## config.mk

```make
export PLATFORM = sky130hd
export DESIGN_NAME = branch_predict_unit
export DESIGN_NICKNAME = d
export VERILOG_FILES = /design/src/rtl/branch_predict_unit.sv
export SDC_FILE = /design/constraint.sdc
export NUM_CORES = 2
export LEC_CHECK = 0
export ABC_AREA = 0
export CELL_PAD_IN_SITES_DETAIL_PLACEMENT = 0
export CELL_PAD_IN_SITES_GLOBAL_PLACEMENT = 2
export CORE_MARGIN = 2
export CORE_UTILIZATION = 45
export CTS_CLUSTER_DIAMETER = 150
export CTS_CLUSTER_SIZE = 12
export DETAILED_ROUTE_END_ITERATION = 8
export HOLD_SLACK_MARGIN = 0.1
export PLACE_DENSITY_LB_ADDON = 0.12
export SLEW_MARGIN = 30
export SYNTH_ARGS = -nofsm -noshare
export SYNTH_HDL_FRONTEND = slang
export SYNTH_SLANG_ARGS = --single-unit
```

## constraint.sdc

```tcl
create_clock -name clk -period 7.7 [get_ports clk]
set_input_delay 1.54 -clock clk [delete_from_list [all_inputs] [get_ports clk]]
set_output_delay 1.54 -clock clk [all_outputs]
set_load 0.005 [all_outputs]
```

## src/rtl/branch_predict_unit.sv

```systemverilog
// Branch predictor: direct-mapped BTB plus gshare PHT of 2-bit counters,
// with a speculative global history and recovery from resolved mispredicts.
module branch_predict_unit #(
  parameter int IDX_W = 6,
  parameter int TAG_W = 8,
  parameter int GHR_W = 6
) (
  input  logic             clk,
  input  logic             rst,
  input  logic [31:0]      regF_i_pc,
  input  logic             ctrl_i_regF_stall,
  output logic             predict_o_taken,
  output logic [31:0]      predict_o_target,
  output logic             predict_o_hit,
  output logic [GHR_W-1:0] predict_o_ghr,
  input  logic             execute_i_valid,
  input  logic [31:0]      execute_i_pc,
  input  logic             execute_i_is_branch,
  input  logic             execute_i_taken,
  input  logic [31:0]      execute_i_target,
  input  logic [GHR_W-1:0] execute_i_ghr,
  input  logic             execute_i_mispredict,
  output logic [31:0]      stat_o_branches,
  output logic [31:0]      stat_o_mispredicts
);
  localparam int unsigned N = 1 << IDX_W;

  logic             r_btb_valid  [N];
  logic [TAG_W-1:0] r_btb_tag    [N];
  logic [31:0]      r_btb_target [N];
  logic             r_btb_jump   [N];
  logic [1:0]       r_pht        [N];
  logic [GHR_W-1:0] r_ghr;
  logic [31:0]      r_stat_br;
  logic [31:0]      r_stat_mp;

  logic [IDX_W-1:0] w_f_idx, w_f_pht_idx, w_e_idx, w_e_pht_idx;
  logic [TAG_W-1:0] w_f_tag, w_e_tag;
  logic             w_hit, w_taken;
  logic [GHR_W:0]   w_spec_shift, w_rec_shift;
  logic [GHR_W-1:0] w_ghr_next;
  logic [1:0]       w_ctr_cur, w_ctr_next;
  logic             w_unused;

  assign w_f_idx     = regF_i_pc[IDX_W+1:2];
  assign w_f_tag     = regF_i_pc[IDX_W+TAG_W+1:IDX_W+2];
  assign w_f_pht_idx = w_f_idx ^ IDX_W'(r_ghr);
  assign w_e_idx     = execute_i_pc[IDX_W+1:2];
  assign w_e_tag     = execute_i_pc[IDX_W+TAG_W+1:IDX_W+2];
  assign w_e_pht_idx = w_e_idx ^ IDX_W'(execute_i_ghr);

  always_comb begin
    w_hit   = r_btb_valid[w_f_idx] && (r_btb_tag[w_f_idx] == w_f_tag);
    w_taken = w_hit && (r_btb_jump[w_f_idx] || r_pht[w_f_pht_idx][1]);
  end

  assign predict_o_hit      = w_hit;
  assign predict_o_taken    = w_taken;
  assign predict_o_target   = w_hit ? r_btb_target[w_f_idx] : '0;
  assign predict_o_ghr      = r_ghr;
  assign stat_o_branches    = r_stat_br;
  assign stat_o_mispredicts = r_stat_mp;

  // Shift through a GHR_W+1 wide vector so GHR_W=1 needs no special case.
  assign w_spec_shift = {r_ghr, w_taken};
  assign w_rec_shift  = {execute_i_ghr, execute_i_taken};

  always_comb begin
    w_ghr_next = r_ghr;
    if (execute_i_valid && execute_i_mispredict)
      w_ghr_next = execute_i_is_branch ? w_rec_shift[GHR_W-1:0] : execute_i_ghr;
    else if (!ctrl_i_regF_stall && w_hit && !r_btb_jump[w_f_idx])
      w_ghr_next = w_spec_shift[GHR_W-1:0];
  end

  always_comb begin
    w_ctr_cur  = r_pht[w_e_pht_idx];
    w_ctr_next = w_ctr_cur;
    if (execute_i_taken) begin
      if (w_ctr_cur != 2'b11) w_ctr_next = w_ctr_cur + 2'd1;
    end else begin
      if (w_ctr_cur != 2'b00) w_ctr_next = w_ctr_cur - 2'd1;
    end
  end

  always_ff @(posedge clk) begin
    if (rst) begin
      r_btb_valid <= '{default: 1'b0};
      r_pht       <= '{default: 2'b01};
      r_ghr       <= '0;
      r_stat_br   <= '0;
      r_stat_mp   <= '0;
    end else begin
      r_ghr <= w_ghr_next;
      if (execute_i_valid) begin
        r_stat_br <= r_stat_br + 32'd1;
        if (execute_i_mispredict) r_stat_mp <= r_stat_mp + 32'd1;
        if (execute_i_is_branch) r_pht[w_e_pht_idx] <= w_ctr_next;
        if (execute_i_taken) begin
          r_btb_valid[w_e_idx]  <= 1'b1;
          r_btb_tag[w_e_idx]    <= w_e_tag;
          r_btb_target[w_e_idx] <= execute_i_target;
          r_btb_jump[w_e_idx]   <= !execute_i_is_branch;
        end
      end
    end
  end

  assign w_unused = ^{regF_i_pc[31:IDX_W+TAG_W+2], regF_i_pc[1:0],
                      execute_i_pc[31:IDX_W+TAG_W+2], execute_i_pc[1:0],
                      w_spec_shift[GHR_W], w_rec_shift[GHR_W]};

endmodule

```

; ---- Yosys cells after proc, flatten, opt, wreduce, memory -nomap -nowiden
; Memory sizes are Yosys's and may differ from the RTL's.
; Index checks and enable logic that the tools add are counted.
[op_classes]
n_addsub = 4
mul = 0
div = 0
order_cmp = 6
n_eq_ne = 2
shifts = 0
mux = 25
n_bitwise = 7
n_reduce_logical = 16
[op_table]
columns = operator, count
row1 = bitwise mux 128 bit, 1
row2 = "adder 32 x 1 -> 32 bit, second input constant", 2
row3 = OR 64 bit, 1
row4 = two-way mux 32 bit, 1
row5 = "greater-or-equal comparator 7 bit, second input constant", 4
row6 = inverter 6 -> 7 bit, 4
row7 = binary-select mux 2 bit (select 6 bit), 2
row8 = two-way mux 6 bit, 3
row9 = two-way mux 2 bit, 8
row10 = "less-than comparator 7 x 1 -> 1 bit, second input constant", 2
row11 = demux 2 bit (select 6 bit), 1
row12 = bitwise XOR 6 bit, 2
row13 = == test 8 bit, 1
row14 = logical AND 1 bit, 7
row15 = two-way mux 1 bit, 7
row16 = binary-select mux 1 bit (select 6 bit), 1
row17 = demux 1 bit (select 6 bit), 1
row18 = AND reduction 2 bit, 3
row19 = nonzero test 2 bit, 2
row20 = zero test 1 bit, 3
row21 = "adder 2 x 1 -> 2 bit, second input constant", 1
row22 = "!= test 2 bit, second input constant", 1
row23 = "subtractor 2 x 1 -> 2 bit, second input constant", 1
row24 = logical OR 1 bit, 1
[totals]
regBits = 262
latch_bits = 0
ram_bits = 2624
mem_bits_ro = 0
in_bits = 109
output_inout_bits = 104
wordCells = 194
n_memories = 3
[memory_table]
columns = memory, words, width, read_ports, rd_ports_with_merged_regs, write_ports, line
row1 = r_btb_target, 64, 32, 1, 0, 1, 30  ; logic [31:0] r_btb_target [N];
row2 = r_btb_tag, 64, 8, 1, 0, 1, 29  ; logic [TAG_W-1:0] r_btb_tag [N];
row3 = r_btb_jump, 64, 1, 1, 0, 1, 31  ; logic r_btb_jump [N];

; ---- Depth between registers and ports, before layout
[logic_depth]
ltp_word = 9
depth_mapped = 15
ltp_nobuf = 9

; ---- Worst setup path after synthesis
; Ideal clock, no wire load.
[synth_timing]
path_kind = input-to-output
start = input port regF_i_pc[2]
end = output port predict_o_target[12]
t_arrival_ps = 4376
required_time_ps = 6160
path_slack_ps = 1784
cell_stages = 10
n_path_buf = 6
cell_sequence = buf_6 > buf_4 > buf_4 > buf_4 > clkbuf_1 > buf_2 > mux4_2 > mux4_2 > mux4_2 > nor2b_1
[synth_via]
elab_chain_cells = 6
word_cells_on_any_way = 9
classes_between = eq/ne (1) / mux (4) / bitwise (1) / reduce/logical (1) / memory (2)
[synth_rtl]
columns = item, line
row1 = start: declaration, 10  ; input logic [31:0] regF_i_pc,
row2 = branches (longest 5 deep; another with memory (64 x 8 bit)), --
row3 = two-way mux 32 bit *, 59  ; assign predict_o_target = w_hit ? r_btb_target[w_f_idx] : '0;
row4 = end: declaration, 13  ; output logic [31:0] predict_o_target,
; Mark *: on every way between the ends. The select of a mux whose other input is x is not followed.

; ---- Worst setup path in the final report
[layout_timing]
start = input port regF_i_pc[2]
end = output port predict_o_target[8]
; The elaborated chain is that of the path after synthesis.

==> out/results.ini <==
[timing]
maxSlewViolCount=0
fmax_mhz=132
rsz0062_at_grt=no
worst_pin_slew_ns=1.07
setup_viol=0
final_hold_viol_count=0
finClkSkew_ns=0.0421
tns_ns=0
fin_crit_sh=0.983
max_slew_margin=0.289
finalHoldWorstSlack_ns=0.470
min_period_ns=7.57

[grt]
track_usage=0.253
grt_max_degree=115
grt_pass1_vias=57700
grt_pass1_wl_microns=452000
antenna_found_initial=15
grt_remaining_overflow=0

[die]
initial_utilization=0.453
die_w_microns=504
rows=183
die-area_sq_um=254000
boundaryPins=213
fp.coreArea_sq_um=249000
dieHeight_microns=504

[drt]
drc_errors=0
routed_wl_microns=324000
drtIter0Drc=7055
vias_per_cell=6.27
wl_per_cell_microns=34.9
drtPass1Iterations=5
via_count=58100
final_antenna_net_count=0

[clocking]
cts-root-buf=clkbuf_16
ctsHoldBuffers=0
cts_tree=yes
clockBufferDepth=4
path_clk_slew_ns=0.07
cts.sinks=2886
insertion_delay_ns=0.93
cts_buffers=290
postCtsSetupBuffers=0
cts_resized=0
cts_max_level=5

[logic_synthesis]
postSynthCellCount=5492
synth_nets=5603
async_reset_ff_frac=0
synth_cell_types=75
synthFlopType=edfxtp_1
ys_warn_count=0
synth_area_sq_um=113000
synth_seq_area_share=0.747
avgSynthCellArea_sq_um=20.5
ys_ff_latch=2886
synth_edf_count=2624

[setup_path]
crit_fanout=32
critical_path_arrival_ns=6.03
startpoint_type=primary input
crit_path_end_kind=output pin
cp.required_ns=6.16
rrSetupSlack_ns=4.18
crit_type=in -> out

[power_and_ir_drop]
total_power_mw=31.2
p_leak_nw=39.3
max-vdd-ir-drop_mv=0.233
cellPowerDensity_nw_per_um2=244

[cells_and_area]
final_cell_mix=2,624 x edfxtp_1, 827 x mux4_2, 297 x clkbuf_16
layout-drive-gt1-share=0.262
fin_nets=6003
area.growth.synth_to_final_pct=13.5
fin_area_sq_um=128000
final_common_cell=edfxtp_1

[min_path]
hold_path_class=reg -> reg

[status]
status=finished clean

[placement]
gp_congestion=0.783
portBuffers=176
dpl_cell_area_sq_um=120000
hpwlAfterDp_microns=177000

[job]
cap_violations=0

## through the flow
stage | util | instances | setup WS (ns)
after floorplan | - | 5492 | 1.78
after global placement | 0.481 | 8921 | 0.0724
after detailed placement | 0.482 | 8929 | 0.135
after CTS | 0.513 | 9262 | 0.114
after global routing | 0.514 | 9265 | 0.0280
final | 0.514 | 9267 | 0.130
## sequential cells by signal, indices dropped and copies added (netlist names)
name	flops
stat_o_branches	32
r_btb_target	2048
r_pht	128
r_btb_tag	512
r_btb_valid	64
predict_o_ghr	6
stat_o_mispredicts	32
r_btb_jump	64
## routing by layer
| metal | wire (microns) | track usage |
|---|---|---|
| met5 | 7 | 0 |
| met1 | 142000 | 0.376 |
| met4 | 8000 | 0.0634 |
| met2 | 153000 | 0.397 |
| met3 | 20600 | 0.0352 |
## cell usage after synthesis (10+ instances only)
library cell / n / area (sq um)
xnor2_1: 20 / 175
dfxtp_1: 262 / 5250
mux4_2: 827 / 18600
nand4_1: 18 / 113
buf_2: 103 / 515
xor2_1: 56 / 490
or3_1: 10 / 62.6
nand3b_1: 10 / 75.1
a22oi_1: 19 / 143
nand3_1: 35 / 175
buf_1: 29 / 109
edfxtp_1: 2624 / 78800
clkbuf_1: 153 / 574
nor4_1: 11 / 68.8
nor3_1: 94 / 470
nand2_1: 202 / 758
a211oi_1: 36 / 270
and2_1: 21 / 131
and3_1: 19 / 119
mux2_2: 26 / 293
o21ai_0: 92 / 460
nor2_1: 219 / 822
buf_4: 34 / 255
mux2i_1: 67 / 671
nor2b_1: 42 / 263
a21oi_1: 153 / 766
o221ai_1: 10 / 87.6
o22ai_1: 94 / 588
inv_1: 76 / 285
a31oi_1: 15 / 93.8
## worst max-delay path, stage by stage
cell,delay [ns]
buf_8,0.32
buf_12,0.27
buf_4,0.21
buf_4,0.16
nor2b_1,0.05
a211oi_1,0.29
a2111oi_0,0.13
nand2b_1,0.19
nor4_1,0.42
buf_4,0.19
xnor2_1,0.12
nand4_1,0.11
a211o_2,0.45
a311oi_1,0.81
clkdlybuf4s50_1,0.67
## path summary, 6_finish.rpt
check	endpoint	start	cells after the start
setup / recovery	predict_o_target[8]	regF_i_pc[2]	15
hold reg to reg	r_btb_valid[41]	r_btb_valid[41]	2
hold / removal	r_btb_valid[41]	r_btb_valid[41]	2
setup reg to reg	predict_o_ghr[0]	r_btb_jump[31]	9
## cell families after synthesis
family / synth area share
DFF: 0.747
buffers and inverters: 0.0161
and+or+nand+nor: 0.0298
xor gates and xnor gates: 0.00620
muxes: 0.174
AOI/OAI and AO/OA: 0.0266
adders and majority gates: 0.000411
## area by class of cell
type	instances	area, sq um
antenna	4	10.0
clock buffer	325	7540
clock inverter	8	100
fill	19800	121000
inverter	77	299
multi-input combinational	2204	27300
sequential	2886	84000
tap	3330	4170
timing repair buffer	433	4320
## power breakdown
| group | switching, mW | leakage, nW | total, mW | internal, mW |
|---|---|---|---|---|
| registers | 0.0135 | 25.7 | 17.1 | 17.1 |
| logic | 1.02 | 9.88 | 1.67 | 0.649 |
| clock network | 5.56 | 3.74 | 12.4 | 6.85 |
| total | 6.60 | 39.3 | 31.2 | 24.6 |
Note: power is estimated with default switching activity, not from simulation.
